### src/rtl/text_console_pkg.sv
// Shared definitions for the text console: FSM encoding, register offsets,
// character codes and geometry defaults.
package console_pkg;

  localparam int COLS_DEF = 80;
  localparam int ROWS_DEF = 30;
  localparam int CELLS_DEF = COLS_DEF * ROWS_DEF;

  localparam int AW    = 12;
  localparam int DW    = 8;
  localparam int CUR_W = 8;
  localparam int CX_W  = $clog2(COLS_DEF);
  localparam int CY_W  = $clog2(ROWS_DEF);

  localparam logic [AW-1:0] BASE_DEF = 12'h081;
  localparam logic [DW-1:0] FILL_DEF = 8'h20;

  typedef enum logic [1:0] {
    ST_IDLE    = 2'd0,
    ST_PUT     = 2'd1,
    ST_CLR_ROW = 2'd2,
    ST_CLR_ALL = 2'd3
  } state_t;

  typedef enum logic [1:0] {
    OFF_DATA = 2'd0,
    OFF_CX   = 2'd1,
    OFF_CY   = 2'd2,
    OFF_CTRL = 2'd3
  } reg_off_t;

  localparam logic [DW-1:0] CH_LF       = 8'h0A;
  localparam logic [DW-1:0] CH_CR       = 8'h0D;
  localparam logic [DW-1:0] CH_BS       = 8'h08;
  localparam logic [DW-1:0] CH_PRINT_LO = 8'h20;
  localparam logic [DW-1:0] CH_PRINT_HI = 8'h7E;

  // Constant-coefficient product; only used when software repositions the row.
  function automatic logic [AW-1:0] row_base(input logic [CUR_W-1:0] row, input int cols);
    return AW'(row) * AW'(cols);
  endfunction

endpackage

### src/rtl/text_console_if.sv
// CPU IO bus plus text-RAM write port of the console, with an FSM state tap.
interface text_console_if;
  import console_pkg::*;

  // IO: io_w_en/io_r_en are single-cycle strobes sampled on posedge clk with
  // address/din; dout is registered and changes only after a decoded read.
  // Text RAM: every cycle v_w_en is high is exactly one cell write.
  logic [AW-1:0] address;
  logic [DW-1:0] din;
  logic          io_w_en;
  logic          io_r_en;
  logic [DW-1:0] dout;
  logic          v_w_en;
  logic [AW-1:0] v_addr;
  logic [DW-1:0] v_din;
  state_t        state;

  modport master (
    output address, din, io_w_en, io_r_en,
    input  dout, v_w_en, v_addr, v_din, state
  );

  modport slave (
    input  address, din, io_w_en, io_r_en,
    output dout, v_w_en, v_addr, v_din, state
  );
endinterface

### src/rtl/text_console.sv
// Terminal front end: owns the cursor, turns CPU character writes into
// single-cycle text-RAM cell writes, and clears rows / the whole screen.
module text_console
  import console_pkg::*;
#(
  parameter int            COLS = COLS_DEF,
  parameter int            ROWS = ROWS_DEF,
  parameter logic [AW-1:0] BASE = BASE_DEF,
  parameter logic [DW-1:0] FILL = FILL_DEF
) (
  input  logic clk,
  input  logic rst_n,
  text_console_if.slave bus
);

  localparam logic [AW-1:0]    L_COLS      = AW'(COLS);
  localparam logic [AW-1:0]    L_LAST_CELL = AW'(COLS * ROWS - 1);
  localparam logic [CUR_W-1:0] L_COL_MAX   = CUR_W'(COLS - 1);
  localparam logic [CUR_W-1:0] L_ROW_MAX   = CUR_W'(ROWS - 1);

  state_t           r_state;
  state_t           w_state_next;
  logic [CUR_W-1:0] r_cx;
  logic [CUR_W-1:0] r_cy;
  logic [AW-1:0]    r_row_base;
  logic [AW-1:0]    r_cnt;
  logic             r_wrap;
  logic             r_ovf;
  logic [DW-1:0]    r_dout;
  logic             r_v_w_en;
  logic [AW-1:0]    r_v_addr;
  logic [DW-1:0]    r_v_din;

  logic [AW-1:0]    w_off;
  reg_off_t         w_reg;
  logic             w_hit;
  logic             w_wr;
  logic             w_rd;
  logic             w_busy;
  logic             w_data_wr;
  logic             w_cx_wr;
  logic             w_cy_wr;
  logic             w_ctrl_wr;
  logic             w_clr_req;
  logic             w_ovf_clr;
  logic             w_drop;
  logic             w_printable;
  logic             w_cx_last;
  logic [CUR_W-1:0] w_next_row;
  logic [AW-1:0]    w_next_base;
  logic             w_filling;
  logic             w_fill_done;
  logic [CUR_W-1:0] w_cx_sat;
  logic [CUR_W-1:0] w_cy_sat;
  logic             w_do_put;
  logic             w_do_bs;
  logic             w_do_lf;
  logic             w_do_cr;
  logic             w_do_all;

  assign w_off     = bus.address - BASE;
  assign w_hit     = (w_off[AW-1:2] == '0);
  assign w_reg     = reg_off_t'(w_off[1:0]);
  assign w_wr      = bus.io_w_en & w_hit;
  assign w_rd      = bus.io_r_en & ~bus.io_w_en & w_hit;
  assign w_busy    = (r_state != ST_IDLE);
  assign w_data_wr = w_wr & (w_reg == OFF_DATA);
  assign w_cx_wr   = w_wr & (w_reg == OFF_CX);
  assign w_cy_wr   = w_wr & (w_reg == OFF_CY);
  assign w_ctrl_wr = w_wr & (w_reg == OFF_CTRL);
  assign w_clr_req = w_ctrl_wr & bus.din[1];
  assign w_ovf_clr = w_ctrl_wr & bus.din[2];
  assign w_drop    = w_busy & (w_data_wr | w_cx_wr | w_cy_wr | w_clr_req);

  assign w_printable = (bus.din >= CH_PRINT_LO) && (bus.din <= CH_PRINT_HI);
  assign w_cx_last   = (r_cx == L_COL_MAX);
  // Row base advances by COLS per newline, so no multiply on the character path.
  assign w_next_row  = (r_cy == L_ROW_MAX) ? '0 : r_cy + 1'b1;
  assign w_next_base = (r_cy == L_ROW_MAX) ? '0 : r_row_base + L_COLS;
  assign w_filling   = (r_state == ST_CLR_ROW) || (r_state == ST_CLR_ALL);
  assign w_fill_done = (r_cnt == '0);
  assign w_cx_sat    = (bus.din >= CUR_W'(COLS)) ? L_COL_MAX : bus.din;
  assign w_cy_sat    = (bus.din >= CUR_W'(ROWS)) ? L_ROW_MAX : bus.din;

  always_ff @(posedge clk or negedge rst_n) begin
    if (!rst_n) r_state <= ST_IDLE;
    else        r_state <= w_state_next;
  end

  always_comb begin
    w_state_next = r_state;
    w_do_put     = 1'b0;
    w_do_bs      = 1'b0;
    w_do_lf      = 1'b0;
    w_do_cr      = 1'b0;
    w_do_all     = 1'b0;
    unique case (r_state)
      ST_IDLE: begin
        if (w_clr_req) begin
          w_do_all     = 1'b1;
          w_state_next = ST_CLR_ALL;
        end else if (w_data_wr) begin
          if (w_printable) begin
            w_do_put     = 1'b1;
            w_state_next = ST_PUT;
          end else if (bus.din == CH_LF) begin
            w_do_lf      = 1'b1;
            w_state_next = ST_CLR_ROW;
          end else if (bus.din == CH_CR) begin
            w_do_cr = 1'b1;
          end else if ((bus.din == CH_BS) && (r_cx != '0)) begin
            w_do_bs      = 1'b1;
            w_state_next = ST_PUT;
          end
        end
      end
      ST_PUT:     w_state_next = r_wrap ? ST_CLR_ROW : ST_IDLE;
      ST_CLR_ROW,
      ST_CLR_ALL: if (w_fill_done) w_state_next = ST_IDLE;
      default:    w_state_next = ST_IDLE;
    endcase
  end

  always_ff @(posedge clk or negedge rst_n) begin
    if (!rst_n) begin
      r_cx       <= '0;
      r_cy       <= '0;
      r_row_base <= '0;
      r_cnt      <= '0;
      r_wrap     <= 1'b0;
      r_v_w_en   <= 1'b0;
      r_v_addr   <= '0;
      r_v_din    <= '0;
    end else begin
      if (w_do_put) begin
        r_v_w_en <= 1'b1;
        r_v_addr <= r_row_base + AW'(r_cx);
        r_v_din  <= bus.din;
        r_wrap   <= w_cx_last;
        if (w_cx_last) begin
          r_cx       <= '0;
          r_cy       <= w_next_row;
          r_row_base <= w_next_base;
        end else begin
          r_cx <= r_cx + 1'b1;
        end
      end else if (w_do_bs) begin
        r_v_w_en <= 1'b1;
        r_v_addr <= r_row_base + AW'(r_cx - 1'b1);
        r_v_din  <= FILL;
        r_wrap   <= 1'b0;
        r_cx     <= r_cx - 1'b1;
      end else if (w_do_lf) begin
        r_cx       <= '0;
        r_cy       <= w_next_row;
        r_row_base <= w_next_base;
        r_v_w_en   <= 1'b1;
        r_v_addr   <= w_next_base;
        r_v_din    <= FILL;
        r_cnt      <= L_COLS - 1'b1;
      end else if (w_do_cr) begin
        r_cx <= '0;
      end else if (w_do_all) begin
        r_cx       <= '0;
        r_cy       <= '0;
        r_row_base <= '0;
        r_v_w_en   <= 1'b1;
        r_v_addr   <= '0;
        r_v_din    <= FILL;
        r_cnt      <= L_LAST_CELL;
      end else if ((r_state == ST_PUT) && r_wrap) begin
        // Cursor already sits on the new row; clear it from column 0.
        r_v_w_en <= 1'b1;
        r_v_addr <= r_row_base;
        r_v_din  <= FILL;
        r_cnt    <= L_COLS - 1'b1;
      end else if (w_filling && !w_fill_done) begin
        r_v_addr <= r_v_addr + 1'b1;
        r_cnt    <= r_cnt - 1'b1;
      end else begin
        r_v_w_en <= 1'b0;
      end

      if (w_cx_wr && !w_busy) r_cx <= w_cx_sat;
      if (w_cy_wr && !w_busy) begin
        r_cy       <= w_cy_sat;
        r_row_base <= row_base(w_cy_sat, COLS);
      end
    end
  end

  always_ff @(posedge clk or negedge rst_n) begin
    if (!rst_n) begin
      r_ovf  <= 1'b0;
      r_dout <= '0;
    end else begin
      if (w_ovf_clr)   r_ovf <= 1'b0;
      else if (w_drop) r_ovf <= 1'b1;

      if (w_rd) begin
        unique case (w_reg)
          OFF_DATA: r_dout <= '0;
          OFF_CX:   r_dout <= r_cx;
          OFF_CY:   r_dout <= r_cy;
          OFF_CTRL: r_dout <= {5'b0, r_ovf, 1'b0, w_busy};
          default:  r_dout <= '0;
        endcase
      end
    end
  end

  assign bus.dout   = r_dout;
  assign bus.v_w_en = r_v_w_en;
  assign bus.v_addr = r_v_addr;
  assign bus.v_din  = r_v_din;
  assign bus.state  = r_state;

endmodule

### src/flat_wrapper.sv
// flat-port wrapper written by rule: the top's interface ports become plain ports
module text_console_flat import console_pkg::*;
#(
  parameter int            COLS = COLS_DEF,
  parameter int            ROWS = ROWS_DEF,
  parameter logic [AW-1:0] BASE = BASE_DEF,
  parameter logic [DW-1:0] FILL = FILL_DEF
)
  (clk, rst_n, bus_address, bus_din, bus_io_w_en, bus_io_r_en, bus_dout, bus_v_w_en, bus_v_addr, bus_v_din, bus_state);
  text_console_if bus_i ();
  input  logic clk;
  input  logic rst_n;
  input wire logic [$bits(bus_i.address)-1:0] bus_address;
  input wire logic [$bits(bus_i.din)-1:0] bus_din;
  input wire logic [$bits(bus_i.io_w_en)-1:0] bus_io_w_en;
  input wire logic [$bits(bus_i.io_r_en)-1:0] bus_io_r_en;
  output wire logic [$bits(bus_i.dout)-1:0] bus_dout;
  output wire logic [$bits(bus_i.v_w_en)-1:0] bus_v_w_en;
  output wire logic [$bits(bus_i.v_addr)-1:0] bus_v_addr;
  output wire logic [$bits(bus_i.v_din)-1:0] bus_v_din;
  output wire logic [$bits(bus_i.state)-1:0] bus_state;
  assign bus_i.address = bus_address;
  assign bus_i.din = bus_din;
  assign bus_i.io_w_en = bus_io_w_en;
  assign bus_i.io_r_en = bus_io_r_en;
  assign bus_dout = bus_i.dout;
  assign bus_v_w_en = bus_i.v_w_en;
  assign bus_v_addr = bus_i.v_addr;
  assign bus_v_din = bus_i.v_din;
  assign bus_state = bus_i.state;
  text_console #(.COLS(COLS), .ROWS(ROWS), .BASE(BASE), .FILL(FILL)) u_core (.clk(clk), .rst_n(rst_n), .bus(bus_i));
endmodule
### config.mk
export PLATFORM = sky130hd
export DESIGN_NAME = text_console_flat
export DESIGN_NICKNAME = d
export VERILOG_FILES = /design/src/rtl/text_console_pkg.sv /design/src/rtl/text_console_if.sv /design/src/rtl/text_console.sv /design/src/flat_wrapper.sv
export SDC_FILE = /design/constraint.sdc
export NUM_CORES = 1
export LEC_CHECK = 0
export BUFFER_PORTS_ARGS = -buffer_cell sky130_fd_sc_hd__clkbuf_2
export CORE_MARGIN = 2
export CORE_UTILIZATION = 30
export CTS_CLUSTER_DIAMETER = 150
export DETAILED_ROUTE_END_ITERATION = 16
export GPL_TIMING_DRIVEN = 0
export PLACE_DENSITY = 0.58
export SYNTH_ARGS = -nofsm -noshare
export SYNTH_HDL_FRONTEND = slang
export SYNTH_SLANG_ARGS = --single-unit
### constraint.sdc
create_clock -name clk -period 6.9 [get_ports clk]
set_clock_uncertainty 0.05 [all_clocks]
set_input_delay 0.69 -clock clk [delete_from_list [all_inputs] [get_ports clk]]
set_output_delay 0.69 -clock clk [all_outputs]
set_load 0.1 [all_outputs]
==> results of run 1 <==
logic make-up (layout without fill, tap and decap cells):
family / after synthesis / in the layout
DFF: 73 / 73
and+or+nand+nor: 290 / 290
buffers and inverters: 53 / 123
AOI/OAI and AO/OA: 191 / 191
muxes: 9 / 9
xor gates and xnor gates: 51 / 51
other: 1 / 2
adders and majority gates: 39 / 39
cell type report:
| type | count | area share [%] |
|---|---|---|
| Multi-Input combinational cell | 582 | 56.7 |
| Sequential cell | 73 | 26.5 |
| Tap cell | 265 | 4.81 |
| Clock buffer | 10 | 3.32 |
| Clock inverter | 6 | 0.635 |
| Inverter | 20 | 1.09 |
| Timing Repair Buffer | 54 | 4.21 |
| Buffer | 33 | 2.78 |
routing by layer:
layer  wire (um)  up-vias  share of wire (%)  global-route usage, %
met5           0        -                  0                      0
met4         284        0                1.5                   4.61
met3        1210       16                6.5                   4.09
met2        8350      182                 45                   27.9
met1        8680     2647                 47                   24.7
li1            -     2712                  -                      -
critical path, stage by stage (launching register included):
cell and delay, ns:
sky130_fd_sc_hd__dfrtp_1 0.55, sky130_fd_sc_hd__inv_1 0.21, sky130_fd_sc_hd__ha_1 0.39, sky130_fd_sc_hd__inv_1 0.09
sky130_fd_sc_hd__fa_1 0.45, sky130_fd_sc_hd__a211oi_1 0.28, sky130_fd_sc_hd__o21bai_1 0.15, sky130_fd_sc_hd__a2111oi_0 0.44
sky130_fd_sc_hd__nor3_1 0.16, sky130_fd_sc_hd__a31o_2 0.28, sky130_fd_sc_hd__a32oi_1 0.18, sky130_fd_sc_hd__o221ai_1 0.12
cell usage in the layout, fill, tap and decap left out, drive strengths merged, types with 15 or more instances in the layout:
cell type and count:
nand3 23, ha 36, nor4 15, nand2 96, a21oi 42, xor2 29
dfrtp 73, o21ai 58, inv 21, and3 16, nor3 34, nor2 49
clkbuf 85, xnor2 22
power groups by stage:
stage / Clock (mW) / Sequential (mW) / Combinational (mW)
floorplan: 0 / 0.551 / 0.0665
global placement: 0 / 0.470 / 0.203
detailed placement: 0 / 0.469 / 0.208
CTS: 0.462 / 0.461 / 0.209
global route: 0.478 / 0.464 / 0.224
finish: 0.451 / 0.461 / 0.208
stage by stage:
| stage | cells | hold WS (ns) |
|---|---|---|
| 2_1_floorplan | 708 | 0.344 |
| 4_1_cts | 1043 | 0.311 |
| 6_report | 1043 | 0.288 |
| 3_5_place_dp | 1027 | 0.415 |
| 3_3_place_gp | 1025 | 0.405 |
| 5_1_grt | 1043 | 0.336 |
final timing paths:
check,slack (ns),cells after the start,end,from
worst max register to register,3.41,11,u_core.bus.v_addr[10]$_DFFE_PN0P_,u_core.r_cx[0]$_DFFE_PN0P_
min in group clk,0.43,1,u_core.r_cnt[0]$_DFFE_PN0P_,u_core.r_cnt[0]$_DFFE_PN0P_
worst max-delay path,3.41,11,u_core.bus.v_addr[10]$_DFFE_PN0P_,u_core.r_cx[0]$_DFFE_PN0P_
worst min register to register,0.43,1,u_core.r_cnt[0]$_DFFE_PN0P_,u_core.r_cnt[0]$_DFFE_PN0P_
worst min-delay path,0.29,1,u_core.bus.v_addr[9]$_DFFE_PN0P_,rst_n
max in group asynchronous,5.90,2,u_core.r_cx[2]$_DFFE_PN0P_,rst_n
state kept, by name, indices dropped and copies added (netlist names):
signal / flops
u_core.bus.v_addr: 12
u_core.r_cnt: 12
u_core.r_row_base: 12
u_core.bus.dout: 8
u_core.bus.v_din: 8
u_core.r_cx: 8
u_core.r_cy: 8
u_core.bus.state: 2
u_core.bus.v_w_en: 1
u_core.r_ovf: 1
u_core.r_wrap: 1
==> run_summary.xml, run 1 <==
<?xml version="1.0" encoding="UTF-8"?>
<metrics>
  <group name="power_and_ir_drop">
    <metric name="combPwrFrac" unit="%">18.5</metric>
    <metric name="totalPowerFinal" unit="mW">1.12</metric>
    <metric name="p_clk_share" unit="%">40.3</metric>
    <metric name="vdd.ir_drop.worst" unit="mV">0.128</metric>
    <metric name="powerDensity" unit="nW/um^2">162</metric>
    <metric name="power.leakage" unit="nW">2.93</metric>
    <metric name="proportion_of_power_drawn_by_flip_flops_and_latches" unit="%">41.2</metric>
    <metric name="power_report.internal_total" unit="mW">0.738</metric>
    <metric name="net-switching-power" unit="mW">0.382</metric>
    <metric name="p_sw_share" unit="%">34.1</metric>
  </group>
  <group name="job">
    <metric name="maxCapViolCount" unit="">0</metric>
  </group>
  <group name="clock_tree">
    <metric name="holdBufCountCts" unit="">0</metric>
    <metric name="number_of_setup_buffers_added_after_cts" unit="">0</metric>
    <metric name="insertion_delay" unit="ns">0.35</metric>
    <metric name="cts.sinks" unit="">73</metric>
    <metric name="worst_setup_hold_path_clk_slew" unit="ns">0.07</metric>
    <metric name="ctsLongestPathBuffers" unit="">2</metric>
    <metric name="cts-htree-levels" unit="">3</metric>
    <metric name="clk_root_buffer_cell" unit="">sky130_fd_sc_hd__clkbuf_16</metric>
    <metric name="cts_resized" unit="">0</metric>
    <metric name="cts_inserted_buffers" unit="">9</metric>
    <metric name="clock_tree_from_tritoncts" unit="">yes</metric>
  </group>
  <group name="yosys">
    <metric name="post_synth_and_or_nand_nor_area_fraction" unit="%">26.0</metric>
    <metric name="netlist-cell-type-count" unit="">82</metric>
    <metric name="synth.top_cells.by_count" unit="">sky130_fd_sc_hd__nand2_1, sky130_fd_sc_hd__dfrtp_1, sky130_fd_sc_hd__o21ai_0</metric>
    <metric name="synthArstFlopShare" unit="%">100</metric>
    <metric name="synth_top_cell_by_area" unit="">sky130_fd_sc_hd__dfrtp_1</metric>
    <metric name="synth.yosys.warnings" unit="">0</metric>
    <metric name="netlist_instances" unit="">707</metric>
    <metric name="synth-adder-area-share" unit="%">8.53</metric>
    <metric name="synth_most_common_cell" unit="">sky130_fd_sc_hd__nand2_1</metric>
    <metric name="synth-edff-count" unit="">0</metric>
    <metric name="synthFlopType" unit="">sky130_fd_sc_hd__dfrtp_1</metric>
    <metric name="mux_share_of_post_synthesis_cell_area" unit="%">1.65</metric>
    <metric name="combinational_family_with_the_most_area_after_synthesis" unit="">simple AND/OR/NAND/NOR gates</metric>
    <metric name="synth_compound_area_share" unit="%">21.3</metric>
    <metric name="synth_seq_area_share" unit="%">30.5</metric>
    <metric name="synth_xor_xnor_area_share" unit="%">7.46</metric>
    <metric name="ys_top_cells_by_area" unit="">sky130_fd_sc_hd__dfrtp_1, sky130_fd_sc_hd__ha_1, sky130_fd_sc_hd__nand2_1</metric>
    <metric name="number_of_register_bits_inferred_by_synthesis" unit="">73</metric>
    <metric name="syn-cell-area" unit="sq um">5990</metric>
    <metric name="synth_top_area_share" unit="%">30.5</metric>
    <metric name="synthesis.area_per_instance" unit="sq um">8.47</metric>
  </group>
  <group name="cells_and_area">
    <metric name="finalCoreUtilization" unit="%">35.3</metric>
    <metric name="fillerInstances" unit="">2105</metric>
    <metric name="layout_cell_share_with_drive_strength_beyond_1" unit="%">16.8</metric>
    <metric name="num_antenna_cells" unit="">0</metric>
    <metric name="area_growth" unit="%">15.2</metric>
    <metric name="final_area" unit="sq um">6900</metric>
    <metric name="seq_area" unit="sq um">1830</metric>
    <metric name="finalNetCount" unit="">836</metric>
    <metric name="multi_input_comb_area" unit="sq um">3910</metric>
  </group>
  <group name="global_routing">
    <metric name="first_global_vias" unit="">5397</metric>
    <metric name="grt_overflow_total" unit="">0</metric>
    <metric name="number_of_antenna_violations_at_the_first_check_in_global_routing" unit="">0</metric>
    <metric name="grt_max_degree" unit="">40</metric>
    <metric name="globalRouteTotalUtil" unit="%">17.8</metric>
    <metric name="first_pass_grt_wire_length" unit="um">30000</metric>
  </group>
  <group name="worst_setup_path">
    <metric name="crit_required" unit="ns">7.07</metric>
    <metric name="timing_worst_setup_path_type" unit="">reg -&gt; reg</metric>
    <metric name="start_kind" unit="">flip-flop</metric>
    <metric name="worst_setup_path_end_kind" unit="">flip-flop</metric>
    <metric name="worstPathMaxFanout" unit="">10</metric>
    <metric name="worst-endpoint-arrival" unit="ns">3.67</metric>
  </group>
  <group name="die">
    <metric name="initial_core_util" unit="%">30.7</metric>
    <metric name="design.die.area" unit="sq um">21100</metric>
    <metric name="placementRows" unit="">51</metric>
    <metric name="die_w" unit="um">145</metric>
    <metric name="die_h" unit="um">145</metric>
    <metric name="area_inside_the_core_boundary" unit="sq um">19500</metric>
    <metric name="floorplan.io_pins" unit="">55</metric>
  </group>
  <group name="sta">
    <metric name="slew_viol_final" unit="">0</metric>
    <metric name="max_freq" unit="GHz">0.286</metric>
    <metric name="grt_setup_unrepaired" unit="">no</metric>
    <metric name="worst_slew_pin_slew" unit="ns">1.38</metric>
    <metric name="setup-tns-final" unit="ns">0</metric>
    <metric name="finalCriticalPeriod" unit="ns">3.49</metric>
    <metric name="slew_headroom" unit="%">7.33</metric>
    <metric name="timing.final.hold_violations" unit="">0</metric>
    <metric name="finalWorstSetupSlack" unit="ns">3.41</metric>
    <metric name="final.period_utilization" unit="%">50.6</metric>
    <metric name="finalSetupViolations" unit="">0</metric>
  </group>
  <group name="place">
    <metric name="place.port_buffers" unit="">52</metric>
    <metric name="dpl.hpwl" unit="um">14100</metric>
    <metric name="post_place_cell_area" unit="sq um">6620</metric>
    <metric name="pre_cts_slack" unit="ns">3.23</metric>
    <metric name="finalWeightedCongestion" unit="">0.873</metric>
  </group>
  <group name="drt">
    <metric name="via_per_instance_ratio" unit="">5.33</metric>
    <metric name="drt_pre_antenna_iters" unit="">7</metric>
    <metric name="routed_wire_length" unit="um">18500</metric>
    <metric name="average_wire_per_standard_cell" unit="um">17.8</metric>
    <metric name="via_count" unit="">5557</metric>
    <metric name="antenna_left" unit="">0</metric>
    <metric name="route.detailed.drc" unit="">0</metric>
    <metric name="detailedRoute.firstIterationViolations" unit="">408</metric>
  </group>
  <group name="status">
    <metric name="outcome" unit="">completed</metric>
  </group>
  <group name="worst_hold_path">
    <metric name="hp-class" unit="">in -&gt; async</metric>
  </group>
</metrics>
No activity file was read; power rests on OpenSTA's default activity.
==> run 2, diff against run 1 <==
--- a/config.mk
+++ b/config.mk
@@ -5,13 +5,14 @@
 export SDC_FILE = /design/constraint.sdc
 export NUM_CORES = 1
 export LEC_CHECK = 0
+export ABC_AREA = 1
 export BUFFER_PORTS_ARGS = -buffer_cell sky130_fd_sc_hd__clkbuf_2
 export CORE_MARGIN = 2
 export CORE_UTILIZATION = 30
 export CTS_CLUSTER_DIAMETER = 150
 export DETAILED_ROUTE_END_ITERATION = 16
 export GPL_TIMING_DRIVEN = 0
-export PLACE_DENSITY = 0.58
+export PLACE_DENSITY = 0.6
 export SYNTH_ARGS = -nofsm -noshare
 export SYNTH_HDL_FRONTEND = slang
 export SYNTH_SLANG_ARGS = --single-unit
==> constraint.sdc (replaced) <==
create_clock -name clk -period 2.9 [get_ports clk]
set_clock_uncertainty 0.05 [all_clocks]
set_input_delay 0.29 -clock clk [delete_from_list [all_inputs] [get_ports clk]]
set_output_delay 0.29 -clock clk [all_outputs]
set_load 0.1 [all_outputs]
==> run_summary.xml, run 2 <==
<?xml version="1.0" encoding="UTF-8"?>
<metrics>
  <group name="place">
    <metric name="post-place-cells" unit="">1197</metric>
    <metric name="finalWeightedCongestion" unit="">0.943</metric>
    <metric name="post_place_cell_area" unit="sq um">6690</metric>
    <metric name="dpl.hpwl" unit="um">15000</metric>
    <metric name="pre_cts_slack" unit="ns">-0.160</metric>
    <metric name="place.port_buffers" unit="">54</metric>
  </group>
  <group name="drt">
    <metric name="drt_pre_antenna_iters" unit="">7</metric>
    <metric name="detailedRoute.firstIterationViolations" unit="">394</metric>
    <metric name="route.detailed.drc" unit="">0</metric>
    <metric name="antenna_left" unit="">0</metric>
    <metric name="average_wire_per_standard_cell" unit="um">15.4</metric>
    <metric name="via_count" unit="">6085</metric>
    <metric name="via_per_instance_ratio" unit="">5.00</metric>
    <metric name="routed_wire_length" unit="um">18800</metric>
  </group>
  <group name="sta">
    <metric name="max_freq" unit="GHz">0.357</metric>
    <metric name="final.period_utilization" unit="%">96.5</metric>
    <metric name="finalCriticalPeriod" unit="ns">2.80</metric>
    <metric name="worst_slew_pin_slew" unit="ns">0.640</metric>
    <metric name="setup-tns-final" unit="ns">0</metric>
    <metric name="slew_viol_final" unit="">0</metric>
    <metric name="timing.final.hold_violations" unit="">0</metric>
    <metric name="finalWorstSetupSlack" unit="ns">0.102</metric>
    <metric name="finalSetupViolations" unit="">0</metric>
    <metric name="slew_headroom" unit="%">57.2</metric>
  </group>
  <group name="yosys">
    <metric name="synth_seq_area_share" unit="%">30.2</metric>
    <metric name="synthesis.area_per_instance" unit="sq um">6.91</metric>
    <metric name="synthFlopType" unit="">sky130_fd_sc_hd__dfrtp_1</metric>
    <metric name="netlist_instances" unit="">876</metric>
    <metric name="ys_top_cells_by_area" unit="">sky130_fd_sc_hd__dfrtp_1, sky130_fd_sc_hd__nand2_1, sky130_fd_sc_hd__ha_1</metric>
    <metric name="syn-cell-area" unit="sq um">6050</metric>
    <metric name="number_of_register_bits_inferred_by_synthesis" unit="">73</metric>
    <metric name="synth_most_common_cell" unit="">sky130_fd_sc_hd__nand2_1</metric>
    <metric name="synth_top_cell_by_area" unit="">sky130_fd_sc_hd__dfrtp_1</metric>
    <metric name="synthArstFlopShare" unit="%">100</metric>
    <metric name="synth-edff-count" unit="">0</metric>
    <metric name="synth.yosys.warnings" unit="">0</metric>
    <metric name="synth.top_cells.by_count" unit="">sky130_fd_sc_hd__nand2_1, sky130_fd_sc_hd__inv_1, sky130_fd_sc_hd__nor2_1</metric>
    <metric name="synth_top_area_share" unit="%">30.2</metric>
    <metric name="netlist-cell-type-count" unit="">47</metric>
  </group>
  <group name="cells_and_area">
    <metric name="num_antenna_cells" unit="">0</metric>
    <metric name="most_common_library_cell_in_the_layout_ignoring_fill_and_taps" unit="">sky130_fd_sc_hd__nand2_1</metric>
    <metric name="instances_no_fill" unit="">1217</metric>
    <metric name="layout_common_cells" unit="">sky130_fd_sc_hd__nand2_1, sky130_fd_sc_hd__inv_1, sky130_fd_sc_hd__nor2_1, sky130_fd_sc_hd__dfrtp_1, sky130_fd_sc_hd__nand3_1</metric>
    <metric name="final_area" unit="sq um">7100</metric>
    <metric name="finalNetCount" unit="">1010</metric>
    <metric name="area_growth" unit="%">17.2</metric>
    <metric name="layout_cell_share_with_drive_strength_beyond_1" unit="%">14.4</metric>
  </group>
  <group name="global_routing">
    <metric name="gr-usage-met3" unit="%">3.81</metric>
    <metric name="grt_max_degree" unit="">48</metric>
    <metric name="met1_usage" unit="%">25.3</metric>
    <metric name="grt-busiest-layer" unit="">met2</metric>
    <metric name="first_global_vias" unit="">5700</metric>
    <metric name="globalRouteTotalUtil" unit="%">17.6</metric>
    <metric name="first_pass_grt_wire_length" unit="um">30200</metric>
    <metric name="number_of_antenna_violations_at_the_first_check_in_global_routing" unit="">0</metric>
    <metric name="globalRouteMet2Util" unit="%">26.3</metric>
    <metric name="grt_overflow_total" unit="">0</metric>
  </group>
  <group name="die">
    <metric name="floorplan.io_pins" unit="">55</metric>
    <metric name="die_w" unit="um">146</metric>
    <metric name="design.die.area" unit="sq um">21300</metric>
    <metric name="initial_core_util" unit="%">30.8</metric>
    <metric name="area_inside_the_core_boundary" unit="sq um">19700</metric>
    <metric name="die_h" unit="um">146</metric>
    <metric name="placementRows" unit="">51</metric>
  </group>
  <group name="worst_hold_path">
    <metric name="hp-class" unit="">in -&gt; reg</metric>
    <metric name="whs_endpoint" unit="">u_core.bus.v_din[6]$_DFFE_PN0P_</metric>
    <metric name="worst_hold_path.num_cells" unit="">3</metric>
    <metric name="hold_start" unit="">bus_din[6]</metric>
  </group>
  <group name="clock_tree">
    <metric name="clk_root_buffer_cell" unit="">sky130_fd_sc_hd__clkbuf_16</metric>
    <metric name="clock_tree_from_tritoncts" unit="">yes</metric>
    <metric name="cts-htree-levels" unit="">3</metric>
    <metric name="worst_setup_hold_path_clk_slew" unit="ns">0.07</metric>
    <metric name="ctsLongestPathBuffers" unit="">2</metric>
    <metric name="cts.sinks" unit="">73</metric>
    <metric name="insertion_delay" unit="ns">0.36</metric>
    <metric name="cts_inserted_buffers" unit="">9</metric>
  </group>
  <group name="worst_setup_path">
    <metric name="worstPathMaxFanout" unit="">6</metric>
    <metric name="start_kind" unit="">flip-flop</metric>
    <metric name="ff2ff_path_depth" unit="">16</metric>
    <metric name="worst-endpoint-arrival" unit="ns">3.02</metric>
    <metric name="worst_setup_path_end_kind" unit="">flip-flop</metric>
    <metric name="reg2reg_from" unit="">u_core.r_cx[0]$_DFFE_PN0P_</metric>
    <metric name="crit_required" unit="ns">3.13</metric>
    <metric name="worst_r2r_endpoint" unit="">u_core.bus.v_addr[11]$_DFFE_PN0P_</metric>
    <metric name="timing_worst_setup_path_type" unit="">reg -&gt; reg</metric>
    <metric name="setup.reg_to_reg.worst_slack" unit="ns">0.10</metric>
  </group>
  <group name="job">
    <metric name="maxCapViolCount" unit="">0</metric>
  </group>
  <group name="status">
    <metric name="outcome" unit="">completed</metric>
  </group>
  <group name="power_and_ir_drop">
    <metric name="totalPowerFinal" unit="mW">2.25</metric>
    <metric name="powerDensity" unit="nW/um^2">318</metric>
    <metric name="power.leakage" unit="nW">3.48</metric>
    <metric name="vdd.ir_drop.worst" unit="mV">0.260</metric>
  </group>
</metrics>
-- run 2: cells by family (layout without fill, tap and decap cells) --
family / count (synthesis) / in the layout / synth area share [%]
DFF: 73 / 73 / 30.2
adders and majority gates: 39 / 39 / 8.43
other: 1 / 2 / 0.0619
xor gates and xnor gates: 38 / 38 / 5.50
buffers and inverters: 123 / 198 / 8.37
AOI/OAI and AO/OA: 166 / 166 / 15.3
and+or+nand+nor: 436 / 436 / 32.2
-- run 2: layer usage --
metal  share of wire, %  up-vias
met5                  0        -
met4                2.6        0
met3                5.8       34
met2                 42      184
met1                 49     2811
li1                   -     3056
-- run 2: how the worst max path moves through the flow --
stage / depth (start not counted) / start / to / slack, ns
floorplan: 16 / u_core.r_cx[2]$_DFFE_PN0P_ / u_core.bus.v_addr[8]$_DFFE_PN0P_ / 0.30
global placement: 17 / u_core.r_cx[2]$_DFFE_PN0P_ / u_core.bus.v_addr[9]$_DFFE_PN0P_ / -0.13
detailed placement: 17 / u_core.r_cx[2]$_DFFE_PN0P_ / u_core.bus.v_addr[9]$_DFFE_PN0P_ / -0.16
CTS: 18 / u_core.r_cx[2]$_DFFE_PN0P_ / u_core.bus.v_addr[9]$_DFFE_PN0P_ / 0.006
global route: 16 / u_core.r_cx[0]$_DFFE_PN0P_ / u_core.bus.v_addr[11]$_DFFE_PN0P_ / -0.0005
finish: 16 / u_core.r_cx[0]$_DFFE_PN0P_ / u_core.bus.v_addr[11]$_DFFE_PN0P_ / 0.10
-- run 2: power by group --
part | switching, mW | internal [mW] | total, mW | leakage, nW
logic | 0.0874 | 0.0393 | 0.127 | 2.44
clock network | 0.512 | 0.596 | 1.11 | 0.135
registers | 0.000640 | 1.02 | 1.02 | 0.907
-- run 2: cell type report --
cell class / instances / area (sq um)
Fill cell: 2154 / 12600
Multi-Input combinational cell: 681 / 3800
Sequential cell: 73 / 1830
Inverter: 109 / 412
Timing Repair Buffer: 59 / 333
Tap cell: 265 / 332
Clock buffer: 9 / 225
Buffer: 14 / 104
Clock inverter: 7 / 61.3
-- run 2: worst max-delay path, stage by stage, from the launching register on --
cell                      delay [ns]
sky130_fd_sc_hd__dfrtp_2        0.47
sky130_fd_sc_hd__inv_2          0.13
sky130_fd_sc_hd__ha_1           0.19
sky130_fd_sc_hd__nand2_1        0.16
sky130_fd_sc_hd__nor2_2         0.13
sky130_fd_sc_hd__xor2_1         0.14
sky130_fd_sc_hd__inv_1          0.11
sky130_fd_sc_hd__ha_4           0.31
sky130_fd_sc_hd__nand2_1        0.10
sky130_fd_sc_hd__nor2_1         0.18
sky130_fd_sc_hd__nand3_1        0.10
sky130_fd_sc_hd__nand2_1        0.10
sky130_fd_sc_hd__xor2_1         0.17
sky130_fd_sc_hd__nand2_1        0.07
sky130_fd_sc_hd__nand2_1        0.08
sky130_fd_sc_hd__nand2_1        0.07
sky130_fd_sc_hd__a21oi_1        0.16
-- run 2: metrics by stage --
stage | util (%) | hold WS [ns]
2_1_floorplan | - | -0.0556
3_3_place_gp | 33.9 | 0.414
3_5_place_dp | 34.0 | 0.241
4_1_cts | 35.6 | 0.194
5_1_grt | 36.1 | 0.218
6_report | 36.1 | 0.205
-- run 2: what timing repair did --
item | 4_1_cts | 5_1_grt
pin swaps | 0 | 5
endpoints found under the setup margin | 5 | 6
buffers inserted | 0 | 3
hold buffers | 1 | 0
cloned | 0 | 0
gates resized for setup | 6 | 22
hold endpoints to repair | 26 | 0
==> run 3, diff against run 2 <==
--- a/config.mk
+++ b/config.mk
@@ -8,11 +8,12 @@
 export ABC_AREA = 1
 export BUFFER_PORTS_ARGS = -buffer_cell sky130_fd_sc_hd__clkbuf_2
 export CORE_MARGIN = 2
-export CORE_UTILIZATION = 30
+export CORE_UTILIZATION = 50
 export CTS_CLUSTER_DIAMETER = 150
 export DETAILED_ROUTE_END_ITERATION = 16
 export GPL_TIMING_DRIVEN = 0
-export PLACE_DENSITY = 0.6
+export PLACE_DENSITY = 0.84
+export SETUP_SLACK_MARGIN = 0.4
 export SYNTH_ARGS = -nofsm -noshare
 export SYNTH_HDL_FRONTEND = slang
 export SYNTH_SLANG_ARGS = --single-unit
==> run_summary.xml, run 3 (synthesis gave the netlist of run 2 again) <==
<?xml version="1.0" encoding="UTF-8"?>
<metrics>
  <group name="die">
    <metric name="die_h" unit="um">114</metric>
    <metric name="area_inside_the_core_boundary" unit="sq um">11900</metric>
    <metric name="initial_core_util" unit="%">50.8</metric>
    <metric name="die_w" unit="um">114</metric>
    <metric name="placementRows" unit="">40</metric>
    <metric name="floorplan.io_pins" unit="">55</metric>
    <metric name="design.die.area" unit="sq um">13000</metric>
  </group>
  <group name="status">
    <metric name="outcome" unit="">completed</metric>
  </group>
  <group name="cells_and_area">
    <metric name="fillerInstances" unit="">1020</metric>
    <metric name="layout_common_cells" unit="">sky130_fd_sc_hd__nand2_1, sky130_fd_sc_hd__inv_1, sky130_fd_sc_hd__nor2_1, sky130_fd_sc_hd__dfrtp_1, sky130_fd_sc_hd__nand3_1</metric>
    <metric name="area_growth" unit="%">23.4</metric>
    <metric name="final_area" unit="sq um">7470</metric>
    <metric name="layout_cell_share_with_drive_strength_beyond_1" unit="%">20.3</metric>
    <metric name="num_antenna_cells" unit="">0</metric>
    <metric name="finalNetCount" unit="">1035</metric>
    <metric name="most_common_library_cell_in_the_layout_ignoring_fill_and_taps" unit="">sky130_fd_sc_hd__nand2_1</metric>
  </group>
  <group name="worst_hold_path">
    <metric name="worst_hold_path.num_cells" unit="">3</metric>
    <metric name="hold_start" unit="">bus_din[6]</metric>
    <metric name="hp-class" unit="">in -&gt; reg</metric>
    <metric name="whs_endpoint" unit="">u_core.bus.v_din[6]$_DFFE_PN0P_</metric>
  </group>
  <group name="sta">
    <metric name="grt_setup_unrepaired" unit="">yes</metric>
    <metric name="timing.final.hold_violations" unit="">0</metric>
    <metric name="finalSetupViolations" unit="">0</metric>
    <metric name="finalCriticalPeriod" unit="ns">2.75</metric>
    <metric name="final.period_utilization" unit="%">94.9</metric>
    <metric name="fin_worst_hold_slack" unit="ns">0.192</metric>
    <metric name="worst_slew_pin_slew" unit="ns">0.708</metric>
    <metric name="slew_headroom" unit="%">52.6</metric>
    <metric name="slew_viol_final" unit="">0</metric>
    <metric name="max_freq" unit="GHz">0.363</metric>
    <metric name="finalWorstSetupSlack" unit="ns">0.147</metric>
  </group>
  <group name="place">
    <metric name="finalWeightedCongestion" unit="">0.981</metric>
    <metric name="pre_cts_slack" unit="ns">-0.0422</metric>
    <metric name="place.port_buffers" unit="">54</metric>
    <metric name="dpl.hpwl" unit="um">13700</metric>
    <metric name="post_place_cell_area" unit="sq um">6550</metric>
  </group>
  <group name="clock_tree">
    <metric name="ctsLongestPathBuffers" unit="">2</metric>
    <metric name="clk_root_buffer_cell" unit="">sky130_fd_sc_hd__clkbuf_16</metric>
    <metric name="insertion_delay" unit="ns">0.35</metric>
    <metric name="cts.sinks" unit="">73</metric>
    <metric name="clock_tree_from_tritoncts" unit="">yes</metric>
    <metric name="worst_setup_hold_path_clk_slew" unit="ns">0.07</metric>
    <metric name="cts_inserted_buffers" unit="">9</metric>
    <metric name="cts-htree-levels" unit="">3</metric>
  </group>
  <group name="global_routing">
    <metric name="grt-busiest-layer" unit="">met2</metric>
    <metric name="grt_overflow_total" unit="">0</metric>
    <metric name="globalRouteTotalUtil" unit="%">28.3</metric>
    <metric name="met1_usage" unit="%">37.6</metric>
    <metric name="first_pass_grt_wire_length" unit="um">29100</metric>
    <metric name="first_global_vias" unit="">5907</metric>
    <metric name="grt_max_degree" unit="">47</metric>
    <metric name="globalRouteMet2Util" unit="%">44.1</metric>
    <metric name="gr-usage-met3" unit="%">4.89</metric>
    <metric name="number_of_antenna_violations_at_the_first_check_in_global_routing" unit="">0</metric>
  </group>
  <group name="power_and_ir_drop">
    <metric name="power.leakage" unit="nW">3.71</metric>
    <metric name="powerDensity" unit="nW/um^2">323</metric>
    <metric name="vdd.ir_drop.worst" unit="mV">0.208</metric>
  </group>
  <group name="drt">
    <metric name="routed_wire_length" unit="um">19100</metric>
    <metric name="route.detailed.drc" unit="">0</metric>
    <metric name="average_wire_per_standard_cell" unit="um">17.0</metric>
    <metric name="antenna_left" unit="">0</metric>
    <metric name="via_count" unit="">6642</metric>
    <metric name="detailedRoute.firstIterationViolations" unit="">807</metric>
    <metric name="drt_pre_antenna_iters" unit="">5</metric>
    <metric name="via_per_instance_ratio" unit="">5.91</metric>
  </group>
  <group name="worst_setup_path">
    <metric name="worst_setup_path_end_kind" unit="">flip-flop</metric>
    <metric name="cp_cell_sequence" unit="">buf_6 -&gt; nor3_4 -&gt; nand3_2 -&gt; nor3_2 -&gt; xor2_1 -&gt; inv_1 -&gt; ha_4 -&gt; nand2_1 -&gt; inv_2 -&gt; nand4_1 -&gt; nand2_1 -&gt; xnor2_1 -&gt; a21oi_1 -&gt; nand2_1 -&gt; o21ai_1 -&gt; nand2_1 -&gt; nand2_1</metric>
    <metric name="start_kind" unit="">flip-flop</metric>
    <metric name="timing_worst_setup_path_type" unit="">reg -&gt; reg</metric>
    <metric name="reg2reg_from" unit="">u_core.r_cx[2]$_DFFE_PN0P_</metric>
    <metric name="timing.critical_path.depth" unit="">17</metric>
    <metric name="critical_path.n_buffers_inverters" unit="">3</metric>
    <metric name="worst_r2r_endpoint" unit="">u_core.bus.v_addr[8]$_DFFE_PN0P_</metric>
    <metric name="cp_top_family" unit="">simple AND/OR/NAND/NOR gates</metric>
    <metric name="timing.critical_path.slowest_stage_cell" unit="">sky130_fd_sc_hd__dfrtp_1</metric>
    <metric name="crit_required" unit="ns">3.15</metric>
    <metric name="critical_path.max_stage_delay" unit="ns">0.40</metric>
    <metric name="worstPathMaxFanout" unit="">8</metric>
    <metric name="ff2ff_path_depth" unit="">17</metric>
    <metric name="crit_top_cell" unit="">sky130_fd_sc_hd__nand2_1</metric>
    <metric name="worst-endpoint-arrival" unit="ns">3.00</metric>
    <metric name="setup.reg_to_reg.worst_slack" unit="ns">0.15</metric>
  </group>
  <group name="job">
    <metric name="maxCapViolCount" unit="">0</metric>
  </group>
</metrics>
run 3: how the worst max path moves through the flow:
stage	startpoint	endpoint
after global routing	u_core.r_cx[0]$_DFFE_PN0P_	u_core.bus.v_addr[10]$_DFFE_PN0P_
after detailed placement	u_core.r_cx[1]$_DFFE_PN0P_	u_core.bus.v_addr[7]$_DFFE_PN0P_
after global placement	u_core.r_cx[1]$_DFFE_PN0P_	u_core.bus.v_addr[7]$_DFFE_PN0P_
after CTS	u_core.r_cx[1]$_DFFE_PN0P_	u_core.bus.v_addr[8]$_DFFE_PN0P_
final	u_core.r_cx[2]$_DFFE_PN0P_	u_core.bus.v_addr[8]$_DFFE_PN0P_
after floorplan	u_core.r_cx[2]$_DFFE_PN0P_	u_core.bus.v_addr[8]$_DFFE_PN0P_
run 3: power by group:
group | switching (mW) | internal (mW) | total [mW] | leakage, nW
Sequential | 0.000606 | 1.02 | 1.02 | 0.905
Clock | 0.504 | 0.763 | 1.27 | 0.161
Combinational | 0.0842 | 0.0396 | 0.124 | 2.64
run 3: what timing repair did:
item,4_1_cts,5_1_grt
pin swaps,14,26
setup buffers,16,12
gates resized for setup,30,57
endpoints found under the setup margin,17,36
hold endpoints to repair,27,0
hold buffers,1,0
run 3: worst register-to-register path: stages (launching register included):
cell                      delay, ns
sky130_fd_sc_hd__dfrtp_1       0.40
sky130_fd_sc_hd__buf_6         0.16
sky130_fd_sc_hd__nor3_4        0.18
sky130_fd_sc_hd__nand3_2       0.12
sky130_fd_sc_hd__nor3_2        0.13
sky130_fd_sc_hd__xor2_1        0.24
sky130_fd_sc_hd__inv_1         0.13
sky130_fd_sc_hd__ha_4          0.32
sky130_fd_sc_hd__nand2_1       0.09
sky130_fd_sc_hd__inv_2         0.08
sky130_fd_sc_hd__nand4_1       0.13
sky130_fd_sc_hd__nand2_1       0.13
sky130_fd_sc_hd__xnor2_1       0.09
sky130_fd_sc_hd__a21oi_1       0.19
sky130_fd_sc_hd__nand2_1       0.07
sky130_fd_sc_hd__o21ai_1       0.07
sky130_fd_sc_hd__nand2_1       0.07
sky130_fd_sc_hd__nand2_1       0.05
run 3: metal layers:
| layer | vias to the layer above | part of all wire, % |
|---|---|---|
| li1 | 3104 | - |
| met2 | 427 | 45 |
| met1 | 3025 | 40 |
| met3 | 86 | 9.5 |
| met5 | - | 0 |
| met4 | 0 | 5.2 |
run 3: through the flow:
stage               setup TNS [ns]  power (mW)  utilization [%]  instances
floorplan                        0        1.10                -        877
global placement                 0        1.15             54.7       1078
detailed placement         -0.0555        1.16             55.0       1079
CTS                              0        2.41             60.0       1112
global route                     0        2.46             62.7       1124
finish                           0        2.41             62.7       1124
run 3: layout make-up:
type / count / area [sq um] / share of cell area [%]
multi-input cells: 681 / 4060 / 54.3
repair buffers: 84 / 549 / 7.35
inverters: 109 / 422 / 5.64
clock buffers: 9 / 225 / 3.01
clock inverters: 7 / 100 / 1.34
flip-flops and latches: 73 / 1830 / 24.5
plain buffers: 14 / 104 / 1.39
well taps: 147 / 184 / 2.46
